==> config.mk <==
export PLATFORM = sky130hd
export DESIGN_NAME = ssm_io_sequencer
export DESIGN_NICKNAME = d
export VERILOG_FILES = /design/src/rtl/ssm_io_pkg.sv /design/src/rtl/ssm_word_serializer.sv /design/src/rtl/ssm_io_sequencer.sv
export SDC_FILE = /design/constraint.sdc
export NUM_CORES = 2
export LEC_CHECK = 0
export CAP_MARGIN = 20
export CORE_AREA = 2 2 732 734
export CTS_BUF_LIST = sky130_fd_sc_hd__clkbuf_8
export DETAILED_ROUTE_END_ITERATION = 10
export DIE_AREA = 0 0 734 736
export HOLD_SLACK_MARGIN = 0.03
export PLACE_DENSITY_LB_ADDON = 0.25
export RECOVER_POWER = 50
export REMOVE_ABC_BUFFERS = 1
export SLEW_MARGIN = 0
export SYNTH_ARGS = -nofsm -noshare
export SYNTH_HDL_FRONTEND = slang
export SYNTH_SLANG_ARGS = --single-unit
==> constraint.sdc <==
create_clock -name clk -period 14.1 [get_ports clk]
set_input_delay 4.23 -clock clk [delete_from_list [all_inputs] [get_ports clk]]
set_output_delay 4.23 -clock clk [all_outputs]
set_load 0.02 [all_outputs]
==> src/rtl/ssm_io_pkg.sv <==
// ssm_io_pkg: shared segment and FSM encodings for the SSM I/O sequencer
package ssm_io_pkg;
    typedef enum logic [2:0] {SEG_DT, SEG_DA, SEG_BM, SEG_C, SEG_D, SEG_X, SEG_H} seg_t;
    typedef enum logic [1:0] {LOAD, FIRE, WAIT, DRAIN} state_t;
endpackage

==> src/rtl/ssm_word_serializer.sv <==
// ssm_word_serializer: captures a flat result vector and streams it out one word per handshake
module ssm_word_serializer #(
    parameter int WORDS = 16,
    parameter int DW    = 16
) (
    input  logic                clk,
    input  logic                rst,
    input  logic                load,
    input  logic [WORDS*DW-1:0] y_in,
    output logic                out_valid,
    input  logic                out_ready,
    output logic [DW-1:0]       out_data,
    output logic                out_last,
    output logic                done
);
    localparam int KW = WORDS > 1 ? $clog2(WORDS) : 1;
    logic [WORDS*DW-1:0] y;
    logic [KW-1:0]       k;
    logic                active;
    always_ff @(posedge clk) begin
        if (rst) begin
            y      <= '0;
            k      <= '0;
            active <= 1'b0;
        end else if (load) begin
            y      <= y_in;
            k      <= '0;
            active <= 1'b1;
        end else if (done) begin
            k      <= '0;
            active <= 1'b0;
        end else if (out_valid && out_ready) begin
            k <= k + 1'b1;
        end
    end
    assign out_valid = active;
    assign out_last  = active && (k == KW'(WORDS - 1));
    assign out_data  = active ? y[DW*k +: DW] : '0;
    assign done      = out_valid & out_ready & out_last;
endmodule

==> src/rtl/ssm_io_sequencer.sv <==
// ssm_io_sequencer: loads a segmented operand frame, fires the SSM core, and streams its result back
module ssm_io_sequencer import ssm_io_pkg::*; #(
    parameter int B  = 1,
    parameter int H  = 4,
    parameter int P  = 4,
    parameter int N  = 4,
    parameter int DW = 16
) (
    input  logic                  clk,
    input  logic                  rst,
    input  logic                  in_valid,
    output logic                  in_ready,
    input  logic [DW-1:0]         in_data,
    input  logic                  keep_state,
    output logic [B*H*DW-1:0]     dt_flat,
    output logic [B*H*DW-1:0]     dA_flat,
    output logic [B*N*DW-1:0]     Bmat_flat,
    output logic [B*N*DW-1:0]     C_flat,
    output logic [H*DW-1:0]       D_flat,
    output logic [B*H*P*DW-1:0]   x_flat,
    output logic [B*H*P*N*DW-1:0] h_prev_flat,
    output logic                  core_start,
    input  logic                  core_done,
    input  logic [B*H*P*DW-1:0]   core_y_flat,
    output logic                  out_valid,
    input  logic                  out_ready,
    output logic [DW-1:0]         out_data,
    output logic                  out_last,
    output logic                  busy
);
    localparam int IW = $clog2(B*H*P*N + 1);
    state_t        state, state_n;
    seg_t          seg;
    logic [IW-1:0] idx, seg_len;
    logic          keep_q, accept, seg_end, frame_end, capture, drain_done;
    always_comb begin
        seg_len   = (seg == SEG_DT || seg == SEG_DA) ? IW'(B*H) :
                    (seg == SEG_BM || seg == SEG_C)  ? IW'(B*N) :
                    (seg == SEG_D)                   ? IW'(H)   :
                    (seg == SEG_X)                   ? IW'(B*H*P) : IW'(B*H*P*N);
        accept    = in_valid & in_ready;
        seg_end   = idx == seg_len - 1'b1;
        // With keep_state latched the frame stops after x and the prior h_prev is reused
        frame_end = accept & seg_end & ((seg == SEG_H) | ((seg == SEG_X) & keep_q));
        capture   = (state == WAIT) & core_done;
    end
    always_ff @(posedge clk) begin
        if (rst) state <= LOAD;
        else     state <= state_n;
    end
    always_comb begin
        state_n    = state;
        in_ready   = 1'b0;
        core_start = 1'b0;
        busy       = 1'b1;
        case (state)
            LOAD: begin
                in_ready = 1'b1;
                busy     = 1'b0;
                if (frame_end) state_n = FIRE;
            end
            FIRE: begin
                core_start = 1'b1;
                state_n    = WAIT;
            end
            WAIT:    if (core_done) state_n = DRAIN;
            default: if (drain_done) state_n = LOAD;
        endcase
    end
    always_ff @(posedge clk) begin
        if (rst) begin
            seg         <= SEG_DT;
            idx         <= '0;
            keep_q      <= 1'b0;
            dt_flat     <= '0;
            dA_flat     <= '0;
            Bmat_flat   <= '0;
            C_flat      <= '0;
            D_flat      <= '0;
            x_flat      <= '0;
            h_prev_flat <= '0;
        end else if (accept) begin
            if (seg == SEG_DT && idx == '0) keep_q <= keep_state;
            case (seg)
                SEG_DT:  dt_flat[DW*idx +: DW]     <= in_data;
                SEG_DA:  dA_flat[DW*idx +: DW]     <= in_data;
                SEG_BM:  Bmat_flat[DW*idx +: DW]   <= in_data;
                SEG_C:   C_flat[DW*idx +: DW]      <= in_data;
                SEG_D:   D_flat[DW*idx +: DW]      <= in_data;
                SEG_X:   x_flat[DW*idx +: DW]      <= in_data;
                default: h_prev_flat[DW*idx +: DW] <= in_data;
            endcase
            if (seg_end) begin
                idx <= '0;
                seg <= frame_end ? SEG_DT : seg_t'(seg + 1'b1);
            end else begin
                idx <= idx + 1'b1;
            end
        end
    end
    ssm_word_serializer #(.WORDS(B*H*P), .DW(DW)) u_ser (
        .clk       (clk),
        .rst       (rst),
        .load      (capture),
        .y_in      (core_y_flat),
        .out_valid (out_valid),
        .out_ready (out_ready),
        .out_data  (out_data),
        .out_last  (out_last),
        .done      (drain_done)
    );
endmodule
==> results_dict.tcl <==
set metrics [dict create \
    synth_ff_type "dfxtp_1" \
    insertion_delay_ps 1150 \
    grt_max_degree 199 \
    grt_pass1_wl_um 651000 \
    top_usage_layer "met2" \
    outcome "complete, but fails checks" \
    power_mw 12.0 \
    path_max_fanout 46 \
    cts_htree_levels 5 \
    fp.coreArea_um2 532000 \
    path_class "in -> reg" \
    avgRoutedWirePerCell_um 29.9 \
    cts_buffer_depth 4 \
    antenna_found_initial 94 \
    antenna_left 0 \
    clock-sinks 1874 \
    max-cap-violations 38 \
    met2_usage_pct 31.4 \
    synthDistinctLibCells 88 \
    first_pass_iters 6 \
    regArea_um2 37500 \
    final_hold_viol_count 0 \
    endpoint_kind "flip-flop" \
    vias_per_cell 3.91 \
    leakagePower_nw 40.7 \
    clk_pin_slew_ps 60 \
    fin_crit_ps 10220 \
    io_buffer_count 1898 \
    nFillCells 58923 \
    cts_setup_buffers 0 \
    track_usage_pct 17.8 \
    grtUsageMet1_pct 20.5 \
    layout_setup_ws_ps 3880 \
    holdBufCountCts 0 \
    vias 66102 \
    fmax_mhz 97.8 \
    layout-drive-gt1-share_pct 9.88 \
    area_growth_pct 47.8 \
    syn_area_per_cell_um2 9.46 \
    synth-seq-cells 1874 \
    period_share_pct 72.5 \
    ios 1899 \
    cts_tree "done" \
    gp_congestion 0.826 \
    peakVddDrop_uv 77.1 \
    drt_iter0_drc 4391 \
    finalSetupViolations 0 \
    startpoint_type "primary input" \
    multi_input_area_um2 33200 \
    dp_cells 16231 \
    cts_resized 0 \
    die_area_um2 540000 \
    power_density_nw_per_um2 111 \
    layout_common_cells "nand2_1 (2185), dfxtp_1 (1869), clkdlybuf4s50_1 (1642)" \
    rows 268 \
    die_w_um 734 \
    drc 0 \
    root_buffer "clkbuf_8" \
    final_core_util_pct 20.3 \
    cts_buffers 368 \
    final_common_cell "nand2_1" \
    grt_pass1_vias 65207 \
    syn_inst 7726 \
    finClkSkew_ps 152 \
    cp.arrival_ps 11280 \
    slew_violations 1431 \
    required_ps 15160 \
    die_h_um 736 \
    syn-cell-area_um2 73100 \
    synth_edf_count 0 \
    synthArstFlopShare_pct 0 \
    start_util_pct 13.7 \
    global_route.usage.met3_pct 5.35 \
    slew_headroom_pct -198 \
    hpwlAfterDp_um 386000 \
    dp_slack_ps 5890 \
    yosysSeqAreaShare_pct 51.3 \
    holdWs_ps 452 \
    worst_pin_slew_ps 4470 \
    gr-total-overflow 0 \
    yosysWarningCount 0 \
    rsz0062_at_grt "false" \
    violations "capacitance limit, slew limit" \
    nets 9876 \
    hp-class "reg -> reg" \
    final_cells 16912 \
    drt-total-wl_um 506000 \
]
-- synthesized netlist by cell type, drive strengths merged (21+ instances only) --
cell | number | area share, %
nand2 | 2198 | 11
dfxtp | 1874 | 51
mux2i | 1237 | 17
clkbuf | 471 | 2.4
a21oi | 374 | 2.6
nand3 | 322 | 2.2
o21ai | 191 | 1.3
buf | 180 | 1.5
nand4 | 128 | 1.2
o31ai | 124 | 1.3
nor2 | 96 | 0.52
o211ai | 85 | 0.88
mux4 | 80 | 2.5
nor3 | 45 | 0.43
and2 | 43 | 0.37
o2bb2ai | 30 | 0.36
nor2b | 21 | 0.18
-- path summary, 6_finish.rpt --
path | start | endpoint | slack [ps] | cells after the start
min | u_ser.y[147] | u_ser.y[147] | 450 | 2
min reg2reg | u_ser.y[147] | u_ser.y[147] | 450 | 2
max reg2reg | idx[0] | x_flat[161] | 5930 | 12
max | rst | x_flat[120] | 3880 | 6
-- state kept, by name, summed over array words and instances (netlist names), 64 cells and up --
signal	count
x_flat	256
D_flat	64
C_flat	64
u_ser.y	256
Bmat_flat	64
h_prev_flat	1024
dt_flat	64
dA_flat	64
-- routing by layer --
metal | part of all wire [%] | routed length, µm
met1 | 40 | 200000
met2 | 49 | 248000
met3 | 7.5 | 38200
met4 | 3.8 | 19200
met5 | 0.089 | 448
-- worst max-delay path: stages --
cell and delay, ps:
clkbuf_1 760, nor2_1 2310, clkbuf_1 1970, and3_1 1520, nand3_1 150, o21ai_0 130
-- stage by stage --
stage | setup TNS (ps) | area, µm²
finish | 0 | 108000
CTS | 0 | 108000
floorplan | -5184340 | 70300
global placement | 0 | 101000
detailed placement | 0 | 101000
global route | 0 | 108000
-- layout make-up --
type | count | share of cell area (%)
sequential | 1874 | 34.7
multi-input combinational | 5186 | 30.7
timing repair buffer | 2139 | 19.2
tap | 7020 | 8.13
clock buffer | 448 | 5.71
clock inverter | 198 | 1.31
antenna | 32 | 0.0741
inverter | 15 | 0.0591
-- power by group --
part / internal [mW] / switching [mW]
Clock: 3.10 / 2.76
Sequential: 5.30 / 0.00561
Combinational: 0.170 / 0.712
Total: 8.57 / 3.47
-- cells by family (layout without fill, tap and decap cells) --
kind of cell             Yosys count  count (layout)  share of synthesized area [%]
adder cells (fa/ha/maj)           14              14                          0.240
XOR/XNOR                          16              16                          0.202
other                              0              32                              0
AND/OR/NAND/NOR                 2954            2954                           17.3
buffers and inverters            666            2800                           3.98
AO/OA/AOI/OAI                    885             885                           7.53
flip-flops                      1874            1874                           51.3
multiplexers                    1317            1317                           19.4
(Power assumes the default switching activity.)
